`src/rtl/fsp_result_collector.sv`:
```
// Round-robin collector: takes results from N_SUMMER row summers into a first-word-fall-through output FIFO.
// Latency: done sampled -> sum_ack on the next edge -> FIFO write on the edge after (one result per 2 cycles).
// Backpressure: a full FIFO holds the arbiter in SCAN, and the summers hold done until they are acked.
`timescale 1ns/1ps

module fsp_result_collector #(
  parameter int FP_SIZE    = 32,
  parameter int N_SUMMER   = 4,
  parameter int FIFO_DEPTH = 8,
  parameter int DELAY      = 1
) (
  input  logic                          CLK,
  input  logic                          RESET_N,
  input  logic [N_SUMMER-1:0]           done,
  input  logic [N_SUMMER*FP_SIZE-1:0]   grn_result,
  input  logic [N_SUMMER*FP_SIZE-1:0]   red_result,
  output logic [N_SUMMER-1:0]           sum_ack,
  input  logic                          xof,
  input  logic                          out_ready,
  output logic                          out_valid,
  output logic [$clog2(N_SUMMER)-1:0]   out_idx,
  output logic [FP_SIZE-1:0]            out_grn,
  output logic [FP_SIZE-1:0]            out_red,
  output logic                          frame_flushed,
  output logic                          protocol_err,
  output logic [15:0]                   result_count
);

  localparam int IW = $clog2(N_SUMMER);
  localparam int AW = $clog2(FIFO_DEPTH);
  localparam int CW = AW + 1;

  // DELAY only applies to behavioural models. The registers here use zero delay, so the
  // parameter only takes part in the elaboration-time sanity checks below.
  if (DELAY < 0 || N_SUMMER < 2 || (N_SUMMER & (N_SUMMER - 1)) != 0 ||
      FIFO_DEPTH < 2 || (FIFO_DEPTH & (FIFO_DEPTH - 1)) != 0) begin : g_param_chk
    $error("fsp_result_collector: illegal parameter combination");
  end

  typedef enum logic {SCAN = 1'b0, CAPTURE = 1'b1} state_t;

  state_t            state;
  logic [IW-1:0]     rr_ptr;
  logic [IW-1:0]     sel;
  logic [IW-1:0]     pick;
  logic [IW-1:0]     cand;
  logic              found;
  logic              flush_pending;
  logic [AW-1:0]     wr_ptr;
  logic [AW-1:0]     rd_ptr;
  logic [CW-1:0]     fifo_count;
  logic              fifo_full;
  logic              wr_en;
  logic              rd_en;
  logic              idle;
  logic              pend;

  logic [IW-1:0]      mem_idx [FIFO_DEPTH];
  logic [FP_SIZE-1:0] mem_grn [FIFO_DEPTH];
  logic [FP_SIZE-1:0] mem_red [FIFO_DEPTH];

  assign fifo_full = (fifo_count == CW'(FIFO_DEPTH));
  assign wr_en     = (state == CAPTURE) && done[sel];
  assign out_valid = (fifo_count != '0);
  assign rd_en     = out_valid && out_ready;
  // Drained means no capture in flight, no summer holding a result, and nothing left to deliver
  assign idle      = (state == SCAN) && (done == '0) && (fifo_count == '0);
  // An xof that arrives while a flush is already pending folds into the pending one
  assign pend      = flush_pending | xof;

  // Head entry is gated by out_valid so the outputs read zero whenever the FIFO is empty
  assign out_idx = out_valid ? mem_idx[rd_ptr] : '0;
  assign out_grn = out_valid ? mem_grn[rd_ptr] : '0;
  assign out_red = out_valid ? mem_red[rd_ptr] : '0;

  // First requesting summer at or above rr_ptr, wrapping around (N_SUMMER is a power of 2)
  always_comb begin
    pick  = '0;
    found = 1'b0;
    cand  = '0;
    for (int i = 0; i < N_SUMMER; i++) begin
      cand = rr_ptr + IW'(i);
      if (!found && done[cand]) begin
        pick  = cand;
        found = 1'b1;
      end
    end
  end

  // Arbiter FSM, FIFO pointers, counters and flush tracking
  always_ff @(posedge CLK or negedge RESET_N) begin
    if (!RESET_N) begin
      state         <= SCAN;
      rr_ptr        <= '0;
      sel           <= '0;
      sum_ack       <= '0;
      result_count  <= '0;
      protocol_err  <= 1'b0;
      flush_pending <= 1'b0;
      frame_flushed <= 1'b0;
      wr_ptr        <= '0;
      rd_ptr        <= '0;
      fifo_count    <= '0;
    end else begin
      sum_ack <= '0;
      case (state)
        SCAN: begin
          if (found && !fifo_full) begin
            sel     <= pick;
            sum_ack <= N_SUMMER'(1) << pick;
            state   <= CAPTURE;
          end
        end
        CAPTURE: begin
          state <= SCAN;
          if (done[sel]) begin
            rr_ptr       <= sel + IW'(1);
            result_count <= result_count + 16'd1;
          end else begin
            // The summer dropped done before it was acked: its result is lost
            protocol_err <= 1'b1;
          end
        end
        default: state <= SCAN;
      endcase

      if (wr_en) wr_ptr <= wr_ptr + AW'(1);
      if (rd_en) rd_ptr <= rd_ptr + AW'(1);
      fifo_count <= fifo_count + CW'(wr_en) - CW'(rd_en);

      frame_flushed <= pend && idle;
      flush_pending <= pend && !idle;
    end
  end

  // FIFO storage needs no reset: the read side is masked until an entry is written
  always_ff @(posedge CLK) begin
    if (wr_en) begin
      mem_idx[wr_ptr] <= sel;
      mem_grn[wr_ptr] <= grn_result[sel*FP_SIZE +: FP_SIZE];
      mem_red[wr_ptr] <= red_result[sel*FP_SIZE +: FP_SIZE];
    end
  end

endmodule
```
`config.mk`:
```
export PLATFORM = sky130hd
export DESIGN_NAME = fsp_result_collector
export DESIGN_NICKNAME = d
export VERILOG_FILES = /design/src/rtl/fsp_result_collector.sv
export SDC_FILE = /design/constraint.sdc
export NUM_CORES = 1
export LEC_CHECK = 0
export CAP_MARGIN = 20
export CORE_ASPECT_RATIO = 1.2
export CORE_UTILIZATION = 54
export DETAILED_ROUTE_END_ITERATION = 6
export PLACE_DENSITY = 0.83
export SYNTH_ARGS = -nofsm -noshare
export SYNTH_HDL_FRONTEND = slang
export SYNTH_SLANG_ARGS = --single-unit
```
`constraint.sdc`:
```
create_clock -name CLK -period 7 [get_ports CLK]
set_input_delay 0.7 -clock CLK [delete_from_list [all_inputs] [get_ports CLK]]
set_output_delay 0.7 -clock CLK [all_outputs]
set_load 0.01 [all_outputs]
```
==> results of run 1 <==
==> worst paths after layout <==
check	endpoint	slack [ps]	depth (start not counted)
setup / recovery	out_grn[18]	2580	5
hold / removal	protocol_err$_DFFE_PN0P_	490	1
setup reg to reg	mem_grn[4][25]$_DFFE_PP_	2740	5
hold reg to reg	protocol_err$_DFFE_PN0P_	490	1
max in group asynchronous	sel[1]$_DFFE_PN0P_	6000	2
min in group asynchronous	result_count[7]$_DFFE_PN0N_	570	2
==> metal layers <==
| metal | global-route usage [%] | share of wire (%) |
|---|---|---|
| met1 | 29.8 | 36 |
| met2 | 44.0 | 55 |
| met3 | 3.89 | 6.4 |
| met4 | 8.88 | 3.1 |
| met5 | 0 | 0 |
==> power breakdown <==
group | switching [mW] | total [mW] | internal [mW]
clock | 1.21 | 2.78 | 1.58
sequential | 0.498 | 5.19 | 4.69
combinational | 2.25 | 4.53 | 2.28
total | 3.96 | 12.5 | 8.55
==> cells in the final DEF, fill, tap and decap left out, types with 3 or more instances in the layout <==
cell | netlist | routed
a21o_1 | 3 | 3
buf_4 | 2 | 16
bufinv_16 | 0 | 5
clkbuf_1 | 22 | 11
clkbuf_16 | 0 | 53
clkdlybuf4s50_1 | 0 | 352
clkinv_1 | 0 | 5
clkinv_2 | 0 | 5
clkinv_4 | 0 | 4
clkinvlp_4 | 0 | 7
dfrtp_1 | 38 | 33
dfrtp_4 | 0 | 5
edfxtp_1 | 528 | 528
ha_1 | 9 | 9
inv_1 | 10 | 10
mux2_1 | 3 | 3
mux2_2 | 3 | 3
mux2i_1 | 66 | 66
mux4_2 | 196 | 196
nand2_1 | 11 | 11
nand2b_1 | 6 | 6
nand3_1 | 7 | 7
nand4_1 | 10 | 10
nor2_1 | 84 | 78
nor2_4 | 0 | 6
o21ai_0 | 4 | 4
xnor2_1 | 17 | 17
xor2_1 | 5 | 5
==> final cells by class <==
class / count / share of cell area, %
clock buffers: 64 / 4.68
clock inverters: 28 / 1.02
inverters: 10 / 0.128
multi-input cells: 448 / 21.5
flip-flops and latches: 566 / 57.6
well taps: 552 / 2.36
repair buffers: 371 / 12.7
==> cells by family after synthesis <==
family	synth area share (%)
buffers and inverters	1.67
adder cells (fa/ha/maj)	0.566
flip-flops	71.8
multiplexers	22.1
AO/OA/AOI/OAI	0.614
XOR/XNOR	0.823
AND/OR/NAND/NOR	2.50
==> through the flow <==
| step | cell area [um^2] | total power [mW] | worst slack (ps) |
|---|---|---|---|
| final | 29200 | 12.5 | 2580 |
| after global routing | 29200 | 13.0 | 2330 |
| after global placement | 27500 | 9.62 | 2730 |
| after detailed placement | 27500 | 9.78 | 2640 |
| after floorplan | 23400 | 7.93 | 599 |
| after CTS | 29200 | 12.6 | 2500 |
==> registers in the layout (all words and copies together), names as in the netlist <==
signal,count
mem_grn,256
mem_red,256
mem_idx,16
result_count,16
fifo_count,4
sum_ack,4
rd_ptr,3
wr_ptr,3
rr_ptr,2
sel,2
flush_pending,1
frame_flushed,1
protocol_err,1
state,1
==> impl_results.md, run 1 <==
- Critical path's top delay family: buffers and inverters
- Post-synthesis register bit count: 566
- Maximum vdd ir drop: about 0.3 mV
- Cell with the most instances after synthesis: edfxtp_1
- Detailed Route Iter0 Violations: 871
- Minimum hold slack: approximately 490 ps
- WP data required: about 6300 ps
- Fillers: about 2.6k
- Pre-antenna DRT Iters: 5
- Fmax: ~0.23 GHz
- First-pass GRT wire length: around 79000 um
- Final nets: about 1.7k
- Post-synth top cells: edfxtp_1 (528), mux4_2 (196), nor2_1 (84)
- Number of synthesized flops with an enable pin: around 530
- Slew Viols, Final: 0
- CTS Buf Count: 50
- Final Cycle Share: a little over three fifths
- Post-layout util: just under 70%
- Ys Warns: 0
- Number of diodes: 0
- Clock sink count: 566
- Final setup vio count: 0
- WS Path Type: flop to output pin
- Largest net degree at the start of global routing: approximately 100
- Cell Area, Synth: 23400 um^2
- Min Tclk post-route: between 4000 and 5000 ps
- RSZ-0062 raised after global routing: false
- Pleak: between 9 and 10 nW
- Initial antenna violation count: 0
- Post-synthesis sequential area ratio: 71.8%
- Critical Path Source: rd_ptr[1]$_DFFE_PN0P_
- Worst path bufs/invs: 2
- Area added between synthesis and finish: 24.7%
- Htree depth: 2
- Critical-path cell list: buf_12, mux4_2, mux2i_1, nor2_1, clkdlybuf4s50_1
- DIE HEIGHT: approximately 230 um
- IO Port Bufs: around 350
- Row cnt: between 80 and 90
- Share of layout cells above drive strength 1: a little over a fifth
- Placed Instances: 1945
- Slew at the pin closest to its max-slew limit: 1120 ps
- DRC errors left: 0
- Status: finished clean
- Drt total wl: roughly 53000 um
- Max Clock Skew: 17.4 ps
- Max-Cap Viols: 0
- Final HPWL DP: just over 30000 um
- PD cells: between 400 and 500 nW/um^2
- Synth Instances: roughly 1.1k
- Distinct cells, synth: 40
- Number of global-route vias before repair: roughly 13k
- Startpoint of the worst register-to-register path: sel[1]$_DFFE_PN0P_
- Core Region: 42800 um^2
- CP max stage delay: between 800 and 900 ps
- Largest cells by area after synthesis: edfxtp_1 (68%), mux4_2 (19%), dfrtp_1 (4.1%)
- Syn Area/Cell: roughly 22 um^2
- Die width: 192 um
- CP max stage cell: dfrtp_4
- Post-synth ARST share: ~6.7%
- Multi-input logic area: approximately 6300 um^2
- Die ar.: around 44000 um^2
- CP Launch Type: flop
- Slew HR: between 20% and 30%
- Drt wl/cell: roughly 26 um
- Final hold vios: 0
- # IOs: 353
- Final instance count without filler cells: 2039
- CTS tree: built
- Crit Path Max Fanout: 100
- Max Root-Sink Buffers: 3
- Worst hold path class: flop to flop
- Total GRT Usage: between 20% and 30%
- Post_cts resized: 0
- Vias per cell: 5.99
- Largest area contributor in the netlist: edfxtp_1
- Share of the synthesized area in the top cell type: between 60% and 70%
- Clk pin slew, worst setup/hold paths: about 70 ps
- Root buffer cell: clkbuf_16
- Critical Path AT: 3720 ps
- Worst-Skew Late Latency: ~560 ps
- Antenna-violating nets left: 0
- Vias after detailed routing: about 12k
- Synth Net Count: between 1k and 1.5k
- Sequential standard cell area: between 15000 and 20000 um^2
- Overflow after GRT: 0
- Primary FF master, synth: edfxtp_1
- Element type at the critical path end: output pin
- Hold-fix buffers at CTS: 0
- Starting Density: around 55%
- Min-delay src: protocol_err$_DFFE_PN0P_
- Routability congestion estimate: a little under 0.8
- Setup tns final: 0 ps
- Buffers inserted by post-CTS timing repair: 0
Power figures use the tool's default switching activity.
==> inputs of run 2 (changes only) <==
--- a/config.mk
+++ b/config.mk
@@ -7,9 +7,9 @@
 export LEC_CHECK = 0
 export CAP_MARGIN = 20
 export CORE_ASPECT_RATIO = 1.2
-export CORE_UTILIZATION = 54
+export CORE_UTILIZATION = 49
 export DETAILED_ROUTE_END_ITERATION = 6
-export PLACE_DENSITY = 0.83
+export PLACE_DENSITY = 0.79
 export SYNTH_ARGS = -nofsm -noshare
 export SYNTH_HDL_FRONTEND = slang
 export SYNTH_SLANG_ARGS = --single-unit
==> constraint.sdc (replaced) <==
create_clock -name CLK -period 3.95 [get_ports CLK]
set_input_delay 0.395 -clock CLK [delete_from_list [all_inputs] [get_ports CLK]]
set_output_delay 0.395 -clock CLK [all_outputs]
set_load 0.01 [all_outputs]
==> run 2 against run 1 <==
  * Register-to-register slack lost 1800 ps
  * Clock power is 71% higher
  * Non-clock buffer count is 16 higher
  * Count of clock-buffer cells in the layout rose by 3
  * Total power grew 76%
  * Sequential cell count did not move
  * Clock skew rose by 2.4 ps
  * Critical path type unchanged
==> impl_results.md, run 2 (synthesized netlist as in run 1, its figures left out) <==
- CTS Buf Count: 52 (+4.0%)
- Leading cell types in the layout, fill and taps excluded: edfxtp_1 (528), clkdlybuf4s50_1 (352), mux4_2 (196), nor2_1 (78), mux2i_1 (66)
- Clock sink count: 566 (unchanged)
- Clk network pwr share: 21.5% (-0.8 points)
- CTS tree: built
- Vias per cell: 5.72 (-4.5%)
- Largest net degree at the start of global routing: 67 (-34%)
- Worst hold path class: input port to asynchronous set/reset pin
- Row cnt: 87 (+4.8%)
- Pleak: 9.74 nW (+1.0%)
- Area added between synthesis and finish: 25.9%
- Antenna-violating nets left: 0 (unchanged)
- Core Region: 47100 um^2 (+10%)
- Total GRT Usage: 21.5% (-3.0 points)
- Post-layout util: 62.6% (-5.7 points)
- Slew HR: 33.2% (+8.0 points)
- Worst-Skew Late Latency: 570 ps (about the same)
- Switching Share: 31.3% (-0.28 points)
- Slew Viols, Final: 0 (unchanged)
- IO Port Bufs: 352 (unchanged)
- WP data required: 3560 ps (-2740 ps)
- Worst Setup EP: out_red[3]
- Post_cts resized: 0 (unchanged)
- Commonest non-fill, non-tap cell in the layout: edfxtp_1
- Starting Density: 49.7% (-5.0 points)
- Crit Path Max Fanout: 30 (-70%)
- Die ar.: 48700 um^2 (+10%)
- Max-Cap Viols: 0 (unchanged)
- Clk pin slew, worst setup/hold paths: 60 ps (about the same)
- Drt wl/cell: 24.0 um (-7.7%)
- Worst-case reg-to-reg path depth: 5 (unchanged)
- Overflow after GRT: 0 (unchanged)
- Stages on worst setup path: 5 (unchanged)
- Final Cycle Share: between 90% and 100%
- Seq pwr share: 40.7% (-0.8 points)
- Detailed Route Iter0 Violations: 857 (-1.6%)
- Max Clock Skew: 19.8 ps (+2.38 ps)
- Routability congestion estimate: 0.773 (-2.3%)
- Root buffer cell: clkbuf_16
- Buffers inserted by post-CTS timing repair: 0 (unchanged)
- Drt total wl: 51100 um (-3.6%)
- Placed Instances: 2034 (+4.6%)
- Fmax: 0.278 GHz
- Final hold vios: 0 (unchanged)
- Die width: 202 um (+4.9%)
- Final instance count without filler cells: 2130 (+4.5%)
- CP max stage cell: dfrtp_4
- CP max stage delay: 830 ps (-30 ps)
- DRC errors left: 0 (unchanged)
- Initial antenna violation count: 1 (+1)
- Min Tclk post-route: between 3000 and 4000 ps
- Comb pwr share: 37.7% (+1.5 points)
- Critical path's top delay family: buffers and inverters
- Htree depth: 2 (unchanged)
- Final setup vio count: 0 (unchanged)
- Hold-fix buffers at CTS: 0 (unchanged)
- Startpoint of the worst register-to-register path: sel[1]$_DFFE_PN0P_
- Max Root-Sink Buffers: 3 (unchanged)
- Critical Path AT: 3200 ps (-520 ps)
- # IOs: 353 (unchanged)
- Largest regs: mem_grn x256, mem_red x256
- CP Launch Type: flop
- Element type at the critical path end: output pin
- Worst path bufs/invs: 2 (unchanged)
- P_int: 15.1 mW (+77%)
- P_sw: 6.91 mW (+75%)
- Share of layout cells above drive strength 1: 21.4% (+0.25 points)
- Vias after detailed routing: 12.2k (-0.19%)
- Status: finished clean
- Pre-antenna DRT Iters: 4 (-1)
- Final nets: 1739 (+1.0%)
- Critical Path Source: rd_ptr[1]$_DFFE_PN0P_
- First-pass GRT wire length: 78600 um (-0.78%)
- DIE HEIGHT: 242 um (+4.9%)
- R2r endpoint: mem_red[5][1]$_DFFE_PP_
- WS Path Type: flop to output pin
- RSZ-0062 raised after global routing: false
- Slew at the pin closest to its max-slew limit: 1000 ps (-120 ps)
- Final HPWL DP: 31900 um (+4.4%)
- Maximum vdd ir drop: 0.428 mV (+43%)
- PD cells: 748 nW/um^2 (+75%)
- Reg2reg setup slack: 960 ps (-1780 ps)
- Number of global-route vias before repair: 13.3k (+0.21%)
- Critical-path cell list: buf_4, mux4_2, mux2i_1, nor2_1, clkdlybuf4s50_1
- Pwr Total: 22.1 mW (+76%)
- Number of diodes: 0 (unchanged)
## run 2: cell count changes in the layout (fill, tap and decap cells not counted)
cell	before	now
buf_12	2	14
buf_16	1	0
buf_4	16	21
bufinv_16	5	3
clkbuf_1	11	14
clkinv_1	5	14
clkinv_2	5	6
clkinv_4	4	2
clkinvlp_4	7	2
nor3_2	2	0
nor3_4	0	2
## run 2: how the worst min path moves through the flow
stage	from	endpoint	slack (ps)	cells after the start
after floorplan	RESET_N	fifo_count[0]$_DFF_PN0_	100	0
after CTS	RESET_N	result_count[1]$_DFFE_PN0N_	240	2
after detailed placement	protocol_err$_DFFE_PN0P_	protocol_err$_DFFE_PN0P_	490	1
final	RESET_N	sum_ack[3]$_DFF_PN0_	250	2
after global placement	protocol_err$_DFFE_PN0P_	protocol_err$_DFFE_PN0P_	460	1
after global routing	RESET_N	wr_ptr[1]$_DFFE_PN0N_	300	2
## run 2: layout make-up
type                    count  area [um^2]
fillers                  3139        17600
inverters                  10         37.5
well taps                 623          779
flip-flops and latches    566        16800
clock inverters            29          223
multi-input cells         448         6290
clock buffers              67         1380
repair buffers            387         3960
## run 2: power groups by stage
stage / logic (mW) / clock network (mW) / registers, mW
2_1_floorplan: 5.36 / 0 / 8.68
6_report: 8.32 / 4.75 / 8.98
4_1_cts: 8.50 / 4.82 / 9.00
3_3_place_gp: 8.25 / 0 / 9.04
5_1_grt: 8.93 / 5.04 / 9.07
3_5_place_dp: 8.43 / 0 / 9.10
## run 2: per-layer routing
metal / wire [um] / part of all wire (%) / global-route usage [%]
met3: 3080 / 6.0 / 3.68
met5: 0 / 0 / 0
met1: 19400 / 38 / 26.9
met4: 1170 / 2.3 / 5.99
met2: 27500 / 54 / 38.5
## run 2: through the flow
step / cell area (um^2) / worst slack, ps / hold slack [ps] / setup TNS, ps
global placement: 27900 / 858 / 464 / 0
CTS: 29500 / 253 / 243 / 0
detailed placement: 27900 / 771 / 488 / 0
finish: 29500 / 357 / 250 / 0
global route: 29500 / 131 / 295 / 0
floorplan: 23400 / -653 / 99.4 / -278950
